**config.mk**
```make
export PLATFORM = sky130hd
export DESIGN_NAME = restoring_divider
export DESIGN_NICKNAME = d
export VERILOG_FILES = /design/src/rtl/div_pkg.sv /design/src/rtl/div_step.sv /design/src/rtl/restoring_divider.sv
export SDC_FILE = /design/constraint.sdc
export NUM_CORES = 1
export LEC_CHECK = 0
export CAP_MARGIN = 20
export CORE_MARGIN = 4
export CORE_UTILIZATION = 35
export DETAILED_ROUTE_END_ITERATION = 12
export MAX_ROUTING_LAYER = met4
export PLACE_DENSITY = 0.59
export SYNTH_ARGS = -nofsm -noshare
export SYNTH_HDL_FRONTEND = slang
export SYNTH_SLANG_ARGS = --single-unit
```
**constraint.sdc**
```tcl
create_clock -name clk -period 2.6 [get_ports clk]
set_input_delay 0.39 -clock clk [delete_from_list [all_inputs] [get_ports clk]]
set_output_delay 0.39 -clock clk [all_outputs]
set_load 0.02 [all_outputs]
```
**src/rtl/div_pkg.sv**
```systemverilog
// Shared types and sizing helpers for the sequential restoring divider.
package div_pkg;

  typedef enum logic [1:0] {
    IDLE,
    RUN,
    DONE
  } state_t;

  localparam int DEF_W = 2;

  function automatic int cnt_w(input int w);
    return (2 * w > 1) ? $clog2(2 * w) : 1;
  endfunction

  localparam int DEF_CNT_W = cnt_w(DEF_W);

endpackage

```
**src/rtl/div_step.sv**
```systemverilog
// One combinational restoring-division iteration: shift in a dividend
// bit, trial-subtract the divisor, keep the difference if no borrow.
module div_step
  import div_pkg::*;
#(
  parameter int W = DEF_W
) (
  input  logic [W:0]   rem,
  input  logic         dvd_bit,
  input  logic [W-1:0] divisor,
  output logic [W:0]   rem_next,
  output logic         q_bit
);

  logic [W+1:0] shifted;
  logic [W+1:0] trial;

  // rem never exceeds the divisor, so its top bit is zero and the
  // extra MSB of trial is the borrow.
  always_comb begin
    shifted  = {rem, dvd_bit};
    trial    = shifted - {2'b00, divisor};
    q_bit    = ~trial[W+1];
    rem_next = q_bit ? trial[W:0] : shifted[W:0];
  end

endmodule

```
**src/rtl/restoring_divider.sv**
```systemverilog
// Sequential unsigned restoring divider, one quotient bit per cycle,
// with valid/ready handshakes on the operand and result sides.
module restoring_divider
  import div_pkg::*;
#(
  parameter int W = DEF_W
) (
  input  logic           clk,
  input  logic           rst,
  input  logic           in_valid,
  output logic           in_ready,
  input  logic [2*W-1:0] dividend,
  input  logic [W-1:0]   divisor,
  output logic           out_valid,
  input  logic           out_ready,
  output logic [2*W-1:0] quotient,
  output logic [W-1:0]   remainder,
  output logic           div_by_zero
);

  localparam int CW = cnt_w(W);

  state_t         state;
  state_t         state_nx;
  logic [2*W-1:0] q;
  logic [W:0]     rem;
  logic [W-1:0]   dvs;
  logic [CW-1:0]  cnt;
  logic           dbz;
  logic [W:0]     rem_nx;
  logic           q_bit;

  div_step #(
    .W(W)
  ) u_step (
    .rem     (rem),
    .dvd_bit (q[2*W-1]),
    .divisor (dvs),
    .rem_next(rem_nx),
    .q_bit   (q_bit)
  );

  always_ff @(posedge clk) begin
    if (rst) state <= IDLE;
    else     state <= state_nx;
  end

  always_comb begin
    state_nx = state;
    unique case (state)
      IDLE: begin
        if (in_valid)
          state_nx = (divisor == '0) ? DONE : RUN;
      end
      RUN: begin
        if (cnt == '0) state_nx = DONE;
      end
      DONE: begin
        if (out_ready) state_nx = IDLE;
      end
      default: state_nx = IDLE;
    endcase
  end

  // The dividend shifts out of q's MSB while quotient bits enter its LSB.
  always_ff @(posedge clk) begin
    if (rst) begin
      q   <= '0;
      rem <= '0;
      dvs <= '0;
      cnt <= '0;
      dbz <= 1'b0;
    end else begin
      unique case (state)
        IDLE: begin
          if (in_valid) begin
            dvs <= divisor;
            rem <= '0;
            cnt <= CW'(2 * W - 1);
            if (divisor == '0) begin
              q   <= '1;
              dbz <= 1'b1;
            end else begin
              q   <= dividend;
              dbz <= 1'b0;
            end
          end
        end
        RUN: begin
          rem <= rem_nx;
          q   <= {q[2*W-2:0], q_bit};
          cnt <= cnt - CW'(1);
        end
        default: begin
        end
      endcase
    end
  end

  assign in_ready    = (state == IDLE);
  assign out_valid   = (state == DONE);
  assign quotient    = q;
  assign remainder   = rem[W-1:0];
  assign div_by_zero = dbz;

endmodule
```
* Word-level counts from Yosys, hierarchy flattened
Cells that the tools add are included. W data, S select, Z words.
Word-level totals: register bits after elaboration 14, input bits 10, output and inout port bits 9
Operators by class: add/subtract/negate cells 2, equal/unequal tests 5, mux-type cells 14, bitwise gates (word level) 1, reduce and logical (&&, ||, !) cells 7
Operator list (count):
- $mux W2 | 5
- $mux W4 | 2
- $pmux W4 S2 | 1
- $logic_not A2 Y1 | 3
- $mux W3 | 2
- $pmux W2 S3 | 1
- $pmux W3 S2 | 1
- $ne A2 B2 Y1 const B | 2
- $pmux W2 S2 | 1
- $reduce_and A2 Y1 | 2
- $sub A4 B2 Y4 | 1
- $reduce_and A3 Y1 | 1
- $eq A2 B1 Y1 const B | 1
- $eq A2 B2 Y1 const B | 1
- $ne A2 B1 Y1 const B | 1
- $reduce_bool A2 Y1 | 1
- $sub A2 B1 Y2 const B | 1
- $mux W1 | 1
- $not A1 Y1 | 1

* Depth between registers and ports, before layout
depth after elaboration 4, depth in mapped cells 7, depth with buffers taken out 6

* Cells and area by module
Synthesis repeated with hierarchy kept, for this count alone.
Unflattened totals: cell total of the unflattened synthesis 96, area total of the unflattened synthesis 870.8 um^2
Modules (own cells, without submodules):
- restoring_divider | times used 1, cells each 64, area each 641.9 um^2
- div_step | times used 1, cells each 32, area each 229.0 um^2

* Worst setup path before layout
OpenSTA, ideal clock, no wires.
path type reg-to-reg, start reg dvs[1], end reg rem[1], library setup time 0.117 ns, arrival time 1.681 ns, data required time 2.483 ns, setup slack 0.801 ns, cell stages (with the launch flop) 8, buffers on the path 1, cells stage by stage dfxtp_1 inv_1 ha_1 nor2b_1 or4_1 buf_2 a21o_1 a32o_1
On the way: word-level cells in the longest chain between the ends 3
RTL lines:
- start: declaration | RTL line restoring_divider.sv:27 | logic [W-1:0] dvs;
- start signal: assignment | RTL line restoring_divider.sv:77 | dvs <= divisor;
- $sub A4 B2 Y4 | RTL line div_step.sv:22 | trial = shifted - {2'b00, divisor};
- $mux W3 | RTL line div_step.sv:24 | rem_next = q_bit ? trial[W:0] : shifted[W:0];
- $pmux W3 S2 | RTL line restoring_divider.sv:74 | unique case (state)
- end signal: assignment | RTL line restoring_divider.sv:90 | rem <= rem_nx;
- end: declaration | RTL line restoring_divider.sv:26 | logic [W:0] rem;
No other way between the ends. A chain may end at the register's enable or synchronous reset.

* Worst setup path in the final report
start reg state[1], end out out_valid
On the way: word-level cells in the longest chain between the ends 1
RTL lines:
- start: declaration | RTL line restoring_divider.sv:23 | state_t state;
- start signal: assignment | RTL line restoring_divider.sv:45 | else state <= state_nx;
- $eq A2 B2 Y1 | RTL line restoring_divider.sv:101 | assign out_valid = (state == DONE);
- end: declaration | RTL line restoring_divider.sv:14 | output logic out_valid,
No other way between the ends.

==> results.sh <==
export IMPL_synth_top_cell_area_share=0.363
export IMPL_h_tree_depth=1
export IMPL_path_class="reg -> out"
export IMPL_hold_viol_final=0
export IMPL_synthMuxAreaShare=0.0259
export IMPL_n_antenna_cell=0
export IMPL_syn_area_um2=772
export IMPL_synth_compound_area_frac=0.238
export IMPL_synth_adder_area_share=0.0746
export IMPL_grt_use_met1=0.191
export IMPL_power_total_uw=533
export IMPL_grt_max_degree=16
export IMPL_fin_skew_ns=0.000627
export IMPL_syn_area_per_cell_um2=8.13
export IMPL_wl_per_cell_um=12.3
export IMPL_vias_per_cell=5.10
export IMPL_gr_usage_all_layers=0.141
export IMPL_portBuffers=18
export IMPL_synth_top_area_cell="dfxtp_1"
export IMPL_fp_dieW_um=55.0
export IMPL_clockBufferDepth=2
export IMPL_syn_num_nets=109
export IMPL_worstSetupStartpointType="flop"
export IMPL_grt_use_met2=0.205
export IMPL_async_flop_share=0
export IMPL_slew_violations=0
export IMPL_nets=126
export IMPL_drt_total_wl_mm=1.69
export IMPL_cts_setup_buffers=0
export IMPL_p_per_area_nw_per_um2=546
export IMPL_place_congestion=0.752
export IMPL_slowest_stage="clkdlybuf4s50_1"
export IMPL_regToRegSetupSlack_ns=0.70
export IMPL_grt_pass1_vias=647
export IMPL_drc=0
export IMPL_synthSimpleGateAreaFrac=0.219
export IMPL_cts_buffers=3
export IMPL_ctsResizeCount=0
export IMPL_finalSetupViolCount=0
export IMPL_drtIter0Drc=3
export IMPL_tns_ns=0
export IMPL_ant_nets=0
export IMPL_outcome="completed"
export IMPL_ioPinCount=19
export IMPL_cp_cell_sequence="nor2b_1 > clkdlybuf4s50_1"
export IMPL_worst_ep_required_time_ns=2.21
export IMPL_synth_area_leaders="dfxtp_1 36%, a21oi_1 6.5%, ha_1 4.9%"
export IMPL_synth_top_family_by_area="compound AO/OA/AOI/OAI gates"
export IMPL_power_leakage_uw=0.000367
export IMPL_hold_buffers=0
export IMPL_ys_warn_count=0
export IMPL_peakVddDrop_uv=337
export IMPL_max_clock_freq_mhz=473
export IMPL_hold_class="reg -> reg"
export IMPL_synth_top_cells_by_count="14 x dfxtp_1, 10 x a21oi_1, 10 x nor2_1"
export IMPL_ys_types=29
export IMPL_crit_fanout=15
export IMPL_finalCriticalPeriod_ns=2.11
export IMPL_core_area_um2=2020
export IMPL_clock_sinks=14
export IMPL_min_period_over_period=0.813
export IMPL_dp_final_hpwl_mm=1.30
export IMPL_rows=16
export IMPL_synth_seq_cells=14
export IMPL_relSlewSlack=0.648
export IMPL_rsz0062_at_grt="false"
export IMPL_syn2layout_area_growth_pct=26.6
export IMPL_instances_no_fill=137
export IMPL_grt_pass1_wl_mm=2.92
export IMPL_drive_gt1_frac=0.0455
export IMPL_antenna_found_initial=0
export IMPL_drt_pass1_iter_count=4
export IMPL_clkSlewWorstSetupHoldPaths_ns=0.08
export IMPL_initial_utilization=0.382
export IMPL_gr_total_overflow=0
export IMPL_yosysSeqAreaShare=0.363
export IMPL_tightest_slew_ns=0.527
export IMPL_clock_latency_ns=0.28
export IMPL_maxCapViolCount=0
export IMPL_dpl_cell_count=134
export IMPL_holdWs_ns=0.476
export IMPL_die_area_um2=3020
export IMPL_synth_edf_count=0
export IMPL_cts_root_buffer="clkbuf_4"
export IMPL_die_height_um=55.0
export IMPL_netlist_instances=95
export IMPL_cp_arrival_ns=1.72
export IMPL_yosysMostFrequentCell="dfxtp_1"
export IMPL_busiest_layer="met2"
export IMPL_end_kind="output port"
export IMPL_synth_xor_area_share=0
export IMPL_use_met3=0.0241
export IMPL_vias=699
export IMPL_ys_flop_type="dfxtp_1"
export IMPL_worst_path_largest_cell_delay_ns=0.62
export IMPL_cts_tree="done"
layout make-up:
cell class / instances / area (um2)
sequential: 14 / 280
multi-input combinational: 68 / 430
tap: 27 / 33.8
clock buffer: 3 / 22.5
fill: 218 / 1040
timing repair buffer: 19 / 188
inverter: 6 / 22.5
layout by cell type, fill, tap and decap left out, drive strengths merged, types with 2 or more instances in the layout:
cell type      count
mux2i              2
nand2b             4
inv                6
a32o               2
a21oi             10
o21ai              5
nand2              7
nand3              4
clkdlybuf4s50     18
nor2              10
ha                 3
o21bai             2
nor2b              3
nor3               2
a21o               2
a221oi             2
dfxtp             14
clkbuf             3
report_power, final:
part / internal, uW / switching, uW / total (uW)
Clock: 53.7 / 69.0 / 123
Combinational: 78.4 / 76.7 / 155
Sequential: 233 / 22.0 / 255
Total: 366 / 168 / 533
routing by layer:
layer | up-vias | share of wire
met1 | 323 | 0.48
met2 | 11 | 0.47
met4 | 0 | 0.011
met3 | 2 | 0.040
met5 | - | 0
li1 | 363 | -
final timing paths:
kind,start,to,depth (start not counted)
worst max-delay path,state[1],out_valid,2
worst min-delay path,cnt[0],cnt[0],1
worst max register to register,dvs[1],rem[1],6
worst min register to register,cnt[0],cnt[0],1
critical path, delay by kind of cell (launching register included):
kind / cells / cell delay, ns
flops: 1 / 0.60
buf+inv: 1 / 0.62
simple gates: 1 / 0.22
flip-flops by register name, summed over array words and instances (netlist names):
| signal | cells |
|---|---|
| cnt | 2 |
| rem | 3 |
| quotient | 4 |
| dvs | 2 |
| state | 2 |
| div_by_zero | 1 |
logic make-up (layout without fill, tap and decap cells):
family	Yosys count	after routing
multiplexers	2	2
adder cells (fa/ha/maj)	4	4
flip-flops	14	14
AND/OR/NAND/NOR	34	34
buffers and inverters	13	28
AO/OA/AOI/OAI	28	28
stage by stage:
stage / setup WS, ns / area, um2 / utilization
5_1_grt: 0.355 / 977 / 0.483
6_report: 0.487 / 977 / 0.483
2_1_floorplan: 0.801 / 772 / -
3_5_place_dp: 0.703 / 955 / 0.472
3_3_place_gp: 0.727 / 955 / 0.472
4_1_cts: 0.475 / 977 / 0.483
No activity file was read; power rests on OpenSTA's default activity.
